--- config.mk ---
export PLATFORM = sky130hd
export DESIGN_NAME = cl2_pl_exu_wbck
export DESIGN_NICKNAME = d
export VERILOG_FILES = /design/src/rtl/cl2_pl_pkg.sv /design/src/rtl/cl2_pl_wbck_fifo.sv /design/src/rtl/cl2_pl_exu_wbck.sv
export SDC_FILE = /design/constraint.sdc
export NUM_CORES = 1
export LEC_CHECK = 0
export CAP_MARGIN = 20
export CORE_UTILIZATION = 50
export CTS_BUF_LIST = sky130_fd_sc_hd__clkbuf_4
export DETAILED_ROUTE_END_ITERATION = 7
export GPL_TIMING_DRIVEN = 0
export PLACE_DENSITY = 0.84
export SETUP_SLACK_MARGIN = 0.1
export SLEW_MARGIN = 10
export SYNTH_ARGS = -nofsm -noshare
export SYNTH_HDL_FRONTEND = slang
export SYNTH_SLANG_ARGS = --single-unit
--- constraint.sdc ---
create_clock -name clk_i -period 3.3 [get_ports clk_i]
set_input_delay 0.33 -clock clk_i [delete_from_list [all_inputs] [get_ports clk_i]]
set_output_delay 0.33 -clock clk_i [all_outputs]
set_load 0.03 [all_outputs]
--- src/rtl/cl2_pl_pkg.sv ---
// Shared types for the cl2 pipelined execution unit.
// Holds the write-back entry layout used by the LSU response buffer and the bench.
`ifndef CL2_XLEN
`define CL2_XLEN 32
`endif
`ifndef CL2_REGFILE_WIDTH
`define CL2_REGFILE_WIDTH 5
`endif
`ifndef CL2_REGFILE_NUM
`define CL2_REGFILE_NUM 32
`endif

package cl2_pl_pkg;

    localparam int unsigned CL2_PL_XLEN   = `CL2_XLEN;
    localparam int unsigned CL2_PL_RF_AW  = `CL2_REGFILE_WIDTH;
    localparam int unsigned CL2_PL_RF_NUM = `CL2_REGFILE_NUM;

    typedef struct packed {
        logic [CL2_PL_RF_AW-1:0] idx;
        logic [CL2_PL_XLEN-1:0]  dat;
    } cl2_pl_wb_entry_t;

    typedef enum logic {
        WB_SRC_ALU = 1'b0,
        WB_SRC_LSU = 1'b1
    } cl2_pl_wb_src_e;

endpackage

--- src/rtl/cl2_pl_wbck_fifo.sv ---
// Generic synchronous FIFO with extra-MSB pointers; head data is read combinationally.
module cl2_pl_wbck_fifo #(
    parameter int unsigned WIDTH = 8,
    parameter int unsigned DEPTH = 2
) (
    input  logic             clk_i,
    input  logic             rst_n_i,
    input  logic             push_i,
    input  logic [WIDTH-1:0] push_dat_i,
    input  logic             pop_i,
    output logic [WIDTH-1:0] pop_dat_o,
    output logic             full_o,
    output logic             empty_o
);

    localparam int unsigned AW = $clog2(DEPTH);

    logic [AW:0]      wr_ptr_q, wr_ptr_d;
    logic [AW:0]      rd_ptr_q, rd_ptr_d;
    logic [WIDTH-1:0] mem_q [DEPTH];
    logic             do_push, do_pop;

    // Full when the wrap bits differ but the slot addresses coincide.
    assign full_o  = (wr_ptr_q[AW] != rd_ptr_q[AW]) && (wr_ptr_q[AW-1:0] == rd_ptr_q[AW-1:0]);
    assign empty_o = (wr_ptr_q == rd_ptr_q);

    assign do_push = push_i && !full_o;
    assign do_pop  = pop_i && !empty_o;

    assign wr_ptr_d = do_push ? wr_ptr_q + (AW+1)'(1) : wr_ptr_q;
    assign rd_ptr_d = do_pop  ? rd_ptr_q + (AW+1)'(1) : rd_ptr_q;

    always_ff @(posedge clk_i or negedge rst_n_i) begin
        if (!rst_n_i) begin
            wr_ptr_q <= '0;
            rd_ptr_q <= '0;
        end else begin
            wr_ptr_q <= wr_ptr_d;
            rd_ptr_q <= rd_ptr_d;
        end
    end

    always_ff @(posedge clk_i) begin
        if (do_push) begin
            mem_q[wr_ptr_q[AW-1:0]] <= push_dat_i;
        end
    end

    assign pop_dat_o = mem_q[rd_ptr_q[AW-1:0]];

endmodule

--- src/rtl/cl2_pl_exu_wbck.sv ---
// Write-back stage: arbitrates buffered LSU responses over ALU results into one
// registered regfile write per cycle and tracks pending loads for issue hazards.
`ifndef CL2_XLEN
`define CL2_XLEN 32
`endif
`ifndef CL2_REGFILE_WIDTH
`define CL2_REGFILE_WIDTH 5
`endif
`ifndef CL2_REGFILE_NUM
`define CL2_REGFILE_NUM 32
`endif

module cl2_pl_exu_wbck
    import cl2_pl_pkg::*;
#(
    parameter int unsigned XLEN           = `CL2_XLEN,
    parameter int unsigned RF_AW          = `CL2_REGFILE_WIDTH,
    parameter int unsigned RF_NUM         = `CL2_REGFILE_NUM,
    parameter int unsigned LSU_FIFO_DEPTH = 2
) (
    input  logic             clk_i,
    input  logic             rst_n_i,
    input  logic             alu_valid_i,
    output logic             alu_ready_o,
    input  logic [RF_AW-1:0] alu_idx_i,
    input  logic [XLEN-1:0]  alu_dat_i,
    input  logic             lsu_valid_i,
    output logic             lsu_ready_o,
    input  logic [RF_AW-1:0] lsu_idx_i,
    input  logic [XLEN-1:0]  lsu_dat_i,
    input  logic             ld_issue_i,
    input  logic [RF_AW-1:0] ld_issue_idx_i,
    input  logic [RF_AW-1:0] rs1_idx_i,
    input  logic [RF_AW-1:0] rs2_idx_i,
    input  logic [RF_AW-1:0] rd_idx_i,
    output logic             hazard_o,
    output logic             wd_wen_o,
    output logic [RF_AW-1:0] wd_idx_o,
    output logic [XLEN-1:0]  wd_dat_o
);

    cl2_pl_wb_entry_t lsu_in;
    cl2_pl_wb_entry_t lsu_head;
    cl2_pl_wb_entry_t sel_entry;
    cl2_pl_wb_src_e   sel_src;
    logic             fifo_full, fifo_empty;
    logic             xfer;

    logic             wd_wen_q, wd_wen_d;
    logic [RF_AW-1:0] wd_idx_q;
    logic [XLEN-1:0]  wd_dat_q;
    cl2_pl_wb_src_e   wd_src_q;

    logic [RF_NUM-1:0] sb_q, sb_d;

    assign lsu_in = '{idx: lsu_idx_i, dat: lsu_dat_i};

    cl2_pl_wbck_fifo #(
        .WIDTH ($bits(cl2_pl_wb_entry_t)),
        .DEPTH (LSU_FIFO_DEPTH)
    ) u_lsu_fifo (
        .clk_i      (clk_i),
        .rst_n_i    (rst_n_i),
        .push_i     (lsu_valid_i),
        .push_dat_i (lsu_in),
        .pop_i      (!fifo_empty),
        .pop_dat_o  (lsu_head),
        .full_o     (fifo_full),
        .empty_o    (fifo_empty)
    );

    assign lsu_ready_o = !fifo_full;
    assign alu_ready_o = fifo_empty;

    // Buffered loads always win; the ALU only gets the port when the buffer is empty.
    always_comb begin
        xfer      = 1'b0;
        sel_src   = WB_SRC_ALU;
        sel_entry = '0;
        if (!fifo_empty) begin
            xfer      = 1'b1;
            sel_src   = WB_SRC_LSU;
            sel_entry = lsu_head;
        end else if (alu_valid_i) begin
            xfer      = 1'b1;
            sel_entry = '{idx: alu_idx_i, dat: alu_dat_i};
        end
    end

    assign wd_wen_d = xfer && (sel_entry.idx != '0);

    always_ff @(posedge clk_i or negedge rst_n_i) begin
        if (!rst_n_i) begin
            wd_wen_q <= 1'b0;
            wd_idx_q <= '0;
            wd_dat_q <= '0;
            wd_src_q <= WB_SRC_ALU;
            sb_q     <= '0;
        end else begin
            wd_wen_q <= wd_wen_d;
            sb_q     <= sb_d;
            if (xfer) begin
                wd_idx_q <= sel_entry.idx;
                wd_dat_q <= sel_entry.dat;
                wd_src_q <= sel_src;
            end
        end
    end

    // Pending bit clears on the same edge the load data reaches the regfile; a new issue wins.
    for (genvar gi = 0; gi < RF_NUM; gi++) begin : g_sb
        if (gi == 0) begin : g_zero
            assign sb_d[gi] = 1'b0;
        end else begin : g_bit
            logic sb_set, sb_clr;
            assign sb_set   = ld_issue_i && (ld_issue_idx_i == RF_AW'(gi));
            assign sb_clr   = wd_wen_q && (wd_src_q == WB_SRC_LSU) && (wd_idx_q == RF_AW'(gi));
            assign sb_d[gi] = sb_set || (sb_q[gi] && !sb_clr);
        end
    end

    logic rs1_nz, rs2_nz, rd_nz, sb_hit, fwd_hit;

    assign rs1_nz  = (rs1_idx_i != '0);
    assign rs2_nz  = (rs2_idx_i != '0);
    assign rd_nz   = (rd_idx_i  != '0);
    assign sb_hit  = (rs1_nz && sb_q[rs1_idx_i]) ||
                     (rs2_nz && sb_q[rs2_idx_i]) ||
                     (rd_nz  && sb_q[rd_idx_i]);
    // The regfile only sees wd_* at the next edge, so a source matching it must wait.
    assign fwd_hit = wd_wen_q && ((rs1_nz && (wd_idx_q == rs1_idx_i)) ||
                                  (rs2_nz && (wd_idx_q == rs2_idx_i)));
    assign hazard_o = sb_hit || fwd_hit;

    assign wd_wen_o = wd_wen_q;
    assign wd_idx_o = wd_idx_q;
    assign wd_dat_o = wd_dat_q;

    lsu_resp_without_pending_load_a : assert property (
        @(posedge clk_i) disable iff (!rst_n_i)
        (lsu_valid_i && lsu_ready_o && (lsu_idx_i != '0)) |-> sb_q[lsu_idx_i]
    );

endmodule

### Yosys cells after proc, flatten, opt, wreduce, memory -nomap -nowiden

Memory sizes are Yosys's and may differ from the RTL's.
Cells that the tools add are included.

* register bits after elaboration: 74
* memory bits (writable): 74
* bits of input ports: 99
* word-level logic and storage cells: 267
* memories kept: 1

Memory list
* u_lsu_fifo.mem_q: words 2, width 37, read ports 1, clocked after memory_dff 0, wr ports 1, RTL line cl2_pl_wbck_fifo.sv:20 `logic [WIDTH-1:0] mem_q [DEPTH];`

* add/sub/neg operators: 2
* $lt $le $gt $ge: 3
* equality and inequality tests: 67
* muxes and demuxes: 13
* reduce and logical (&&, ||, !) cells: 174

Operators with widths (number)
* 5-bit == test (second input constant): 32
* 1-bit logical AND: 103
* 5-bit by 4-bit == test with 1-bit output (second input constant): 16
* 37-bit 2-to-1 mux: 2
* 5-bit by 3-bit == test with 1-bit output (second input constant): 8
* 1-bit logical OR: 35
* 1-bit logical NOT: 32
* 5-bit by 2-bit == test with 1-bit output (second input constant): 4
* 5-bit nonzero test: 4
* 5-bit by 6-bit < comparator with 1-bit output (second input constant): 3
* 1-bit binary-select mux with 5-bit select: 3
* 5-bit by 1-bit == test with 1-bit output (second input constant): 2
* 5-bit == test: 2
* 1-bit 2-to-1 mux: 8
* 2-bit by 1-bit adder with 2-bit output (second input constant): 2
* 2-bit == test: 1
* 1-bit == test: 1
* 1-bit inequality test: 1

### Longest topological paths before layout

Gate-level depths: netlist (run 1).

* depth after elaboration: 6
* gate-level depth with buffers: 7
* mapped depth without buffers: 5

### Hierarchy

From an unflattened synthesis (run 1), not the netlist that was laid out.

* cells, all modules: 548
* area total of the unflattened synthesis: 7085.5 um2

By module, submodules not included
* cl2_pl_exu_wbck: instances 1, cells an instance 405, area an instance 4124.0 um2, sequential area each 1751.7 um2
* cl2_pl_wbck_fifo: instances 1, cells an instance 143, area an instance 2961.6 um2, sequential area each 2322.2 um2

### Worst setup path after synthesis (run 1)

No wires, ideal clock.

* path type: reg-to-reg
* from: reg u_lsu_fifo.rd_ptr_q[0]
* to: mem u_lsu_fifo.mem_q[0][0] (netlist name) (enable)
* setup time: 431 ps
* arrival time: 2619 ps
* required time: 2869 ps
* setup slack: 250 ps
* cell stages (with the launch flop): 6
* buffers on the path: 1
* period minus slack after synthesis: 3050 ps
* cells stage by stage: dfrtp_1 > buf_2 > xnor2_1 > nand2_1 > nand2_1 > nor2_1

* cells in the longest elaborated chain, start to end: 6

Ends and longest elaborated chain
* from (decl): RTL line cl2_pl_wbck_fifo.sv:19 `logic [AW:0] rd_ptr_q, rd_ptr_d;`
* from (signal assigned): RTL line cl2_pl_wbck_fifo.sv:39 `rd_ptr_q <= rd_ptr_d;`
* 1-bit == test: RTL line cl2_pl_wbck_fifo.sv:24 `assign full_o = (wr_ptr_q[AW] != rd_ptr_q[AW]) && (wr_ptr_q[AW-1:0] == rd_ptr_q[AW-1:0]);`
* 1-bit logical AND: RTL line cl2_pl_wbck_fifo.sv:24
* 1-bit logical NOT
* named net lsu_ready_o: RTL line cl2_pl_exu_wbck.sv:28 `output logic lsu_ready_o,`
* 1-bit logical AND: RTL line cl2_pl_wbck_fifo.sv:27 `assign do_push = push_i && !full_o;`
* 1-bit 2-to-1 mux: RTL line cl2_pl_wbck_fifo.sv:44 `if (do_push) begin`
* 1-bit 2-to-1 mux (not written as such): RTL line cl2_pl_wbck_fifo.sv:45 `mem_q[wr_ptr_q[AW-1:0]] <= push_dat_i;`
* to (decl): RTL line cl2_pl_wbck_fifo.sv:20

The timed path passes the listed nets, and every way through them passes these cells.

### Final worst setup path (run 1)

* from: in rd_idx_i[0]
* to: out hazard_o

* cells in the longest elaborated chain, start to end: 5
* elaborated cells between the ends (all ways): 6
* those cells by class: mux: 2; reduce/logical: 4

Ends and longest elaborated chain
* from (decl): RTL line cl2_pl_exu_wbck.sv:35 `input logic [RF_AW-1:0] rd_idx_i,`
* 1-bit binary-select mux with 5-bit select: RTL line cl2_pl_exu_wbck.sv:129 `(rd_nz && sb_q[rd_idx_i]);`
* 1-bit 2-to-1 mux (not written as such): RTL line cl2_pl_exu_wbck.sv:129
* 1-bit logical AND (*): RTL line cl2_pl_exu_wbck.sv:129
* 1-bit logical OR (*): RTL line cl2_pl_exu_wbck.sv:128 `(rs2_nz && sb_q[rs2_idx_i]) ||`
* 1-bit logical OR (*): RTL line cl2_pl_exu_wbck.sv:133 `assign hazard_o = sb_hit || fwd_hit;`
* to (decl): RTL line cl2_pl_exu_wbck.sv:36 `output logic hazard_o,`

Mark *: on every way between the ends. The rest lies on a longest branch, timed or not. The select of a mux whose other input is x is not followed.

==> results of run 1 <==
## power by group through the flow
stage / clock network [mW] / logic [mW] / registers, mW
floorplan: 0 / 2.09 / 3.57
global placement: 0 / 3.76 / 3.22
detailed placement: 0 / 3.97 / 3.24
CTS: 1.14 / 3.99 / 3.20
global route: 1.23 / 4.33 / 3.29
finish: 1.12 / 3.97 / 3.22
## kinds of logic (layout without fill, tap and decap cells)
family	Yosys count	count (layout)	synth area share
buf+inv	42	207	0.02628
simple gates	120	120	0.09913
mux	70	70	0.1363
flops	148	148	0.5901
compound gates	154	154	0.1318
xor+xnor	13	13	0.01649
## timing repair
action	in CTS	in global routing
endpoints found under the setup margin	2	0
endpoints found under the hold margin	74	0
hold buffers	1	0
resized for setup	2	0
## critical path, cell delays in order
cell and delay, ps:
clkdlybuf4s50_1 520, buf_6 170, mux4_1 560, mux2_2 290
a311oi_1 270, nand4_1 130, dlygate4sd2_1 370
## placed cells by master, fill, tap and decap left out, drive strengths merged, types with 3 or more instances in the layout
master	count
a211oi	32
a21oi	36
a311oi	3
a31oi	4
buf	22
clkbuf	37
clkdlybuf4s50	126
clkinv	9
dfrtp	74
edfxtp	74
inv	8
mux2	7
mux2i	46
mux4	17
nand2	21
nand2b	15
nand3	7
nand3b	3
nand4	6
nand4b	3
nor2	11
nor2b	36
o21ai	65
or2	4
or3	4
xnor2	11
## flip-flops by register name (all words and copies together), names as in the netlist
signal               count
sb_q                    31
wd_idx_o                 5
u_lsu_fifo.wr_ptr_q      2
wd_src_q                 1
u_lsu_fifo.rd_ptr_q      2
wd_wen_o                 1
u_lsu_fifo.mem_q        74
wd_dat_o                32
## metal layers
layer / wire [um] / vias up / global-route usage / part of all wire
met2: 8812 / 226 / 0.4404 / 0.51
met3: 1163 / 43 / 0.06511 / 0.068
met4: 553 / 0 / 0.1188 / 0.032
met1: 6595 / 2617 / 0.2931 / 0.39
li1: - / 2382 / - / -
met5: 0 / - / 0 / 0
## worst max path at each step
stage	from	slack (ps)	endpoint	cells after the start
after floorplan	u_lsu_fifo.rd_ptr_q[0]	250	u_lsu_fifo.mem_q[0][0]	5
after global placement	rst_n_i	-520	sb_q[20]	1
after detailed placement	rd_idx_i[0]	100	hazard_o	7
after CTS	wd_idx_o[0]	320	hazard_o	7
after global routing	wd_idx_o[0]	190	hazard_o	7
final	rd_idx_i[0]	320	hazard_o	7
## layout make-up
| type | count | area [sq um] |
|---|---|---|
| fill | 987 | 4556 |
| buffer | 37 | 162.7 |
| multi-input combinational | 357 | 2658 |
| clock inverter | 14 | 152.6 |
| inverter | 5 | 18.77 |
| clock buffer | 18 | 135.1 |
| tap | 176 | 220.2 |
| sequential | 148 | 4074 |
| timing repair buffer | 133 | 1371 |
==> qor.yml, run 1 <==
run_status: "finished clean"
fmax_mhz: 336.0
drive_gt1_frac: 0.1011
die_width_um: 119.5
critPathKind: "input pin to primary output"
synth_top_cell_by_area: "edfxtp_1"
fin_util: 0.6587
core_sq_um: 13350
yosys.area.top_type_share: 0.3219
cts_buffers: 17
synth_edf_count: 74
fin_crit_ps: 2976
place_ws_ps: 101.6
synth-main-ff-cell: "edfxtp_1"
start_kind: "input pin"
grt_overflow: 0
diodes: 0
power.share.clock: 0.135
finalInstanceArea_sq_um: 8792
worstSetupEndpointType: "primary output"
clkLatencyLatePin_ps: 540
ctsHtreeMaxLevel: 4
die_y_um: 119.5
drcViolationCount: 0
worst_slack_ps: 323.7
grt_pass1_vias: 5451
clock-skew-final_ps: 22.14
port_buffers: 129
antenna_found_initial: 0
drt.antenna.violating_nets: 0
vias_per_cell: 5.932
max-slew-margin-rel: 0.4757
routed_wl_mm: 17.13
hold_viol: 0
reg2regPathDepth: 6
combPwrFrac: 0.478
num_rows: 42
drt_pre_antenna_iters: 5
r2r-start: "u_lsu_fifo.rd_ptr_q[0]"
hp-class: "input pin to asynchronous set/reset pin"
tightest_slew_ps: 786.4
synth_common_cells: "dfrtp_1 (74), edfxtp_1 (74), o21ai_0 (63), mux2i_1 (46)"
syn_inst: 547
gp_congestion: 0.8975
crit_required_ps: 2970
async_flop_share: 0.5000
setup_violations: 0
wl_per_cell_um: 19.28
area_growth_pct: 27.35
r2r_end: "wd_dat_o[14]"
leakagePower_nw: 3.265
fp.dieArea_sq_um: 14280
yosysWarningCount: 0
tns_ps: 0
critPathArrivalTime_ps: 2650
cts_root_buffer: "clkbuf_4"
syn_avg_cell_area_sq_um: 12.62
ir_drop_mv: 0.6602
cts_buffer_depth: 2
top_level_ports: 140
drv_cap: 0
ys_top_cells_by_area: "edfxtp_1 (32%), dfrtp_1 (27%), mux2i_1 (6.7%)"
ys_seq_area_frac: 0.5901
postCtsSetupBuffers: 0
nNetsFinal: 798
grt.total_usage: 0.2536
syn_area_sq_um: 6904
drt_iter0_markers: 455
rsz0062_at_grt: "no"
synth_nets: 646
clock_sinks: 148
instances_no_fill: 888
power.internal_mw: 4.845
grt_pass1_wl_mm: 27.52
rrSetupSlack_ps: 1200
initial_utilization: 0.5172
fin_hold_ws_ps: 200.0
switching_power_mw: 3.473
dpl.hpwl_mm: 12.91
num_vias: 5268
p_per_area_nw_per_um2: 946.0
power.share.sequential: 0.387
postPlaceCellArea_sq_um: 8497
slew_violations: 0
numPlacedInstances: 855
ys_ff_latch: 148
sw_frac_of_total: 0.4175
cts_tree: "built"
grt_max_degree: 58
finalCritPeriodShare: 0.9019
critPathMaxFanout: 10
clk_pin_slew_worst_paths_ps: 130
total_power_mw: 8.317
yosysUniqueCellTypes: 50
Note: power is estimated with default switching activity, not from simulation.
==> run 2: changes to the inputs <==
--- a/config.mk
+++ b/config.mk
@@ -5,7 +5,6 @@
 export SDC_FILE = /design/constraint.sdc
 export NUM_CORES = 1
 export LEC_CHECK = 0
-export CAP_MARGIN = 20
 export CORE_UTILIZATION = 50
 export CTS_BUF_LIST = sky130_fd_sc_hd__clkbuf_4
 export DETAILED_ROUTE_END_ITERATION = 7
==> results of run 2 <==
Final layout, timing and power as in run 1 (identical DEF).
==> run 3: changes to the inputs <==
--- a/config.mk
+++ b/config.mk
@@ -7,6 +7,7 @@
 export LEC_CHECK = 0
 export CORE_UTILIZATION = 50
 export CTS_BUF_LIST = sky130_fd_sc_hd__clkbuf_4
+export CTS_CLUSTER_DIAMETER = 120
 export DETAILED_ROUTE_END_ITERATION = 7
 export GPL_TIMING_DRIVEN = 0
 export PLACE_DENSITY = 0.84
==> results of run 3 <==
Final layout, timing and power as in run 1 (identical DEF).
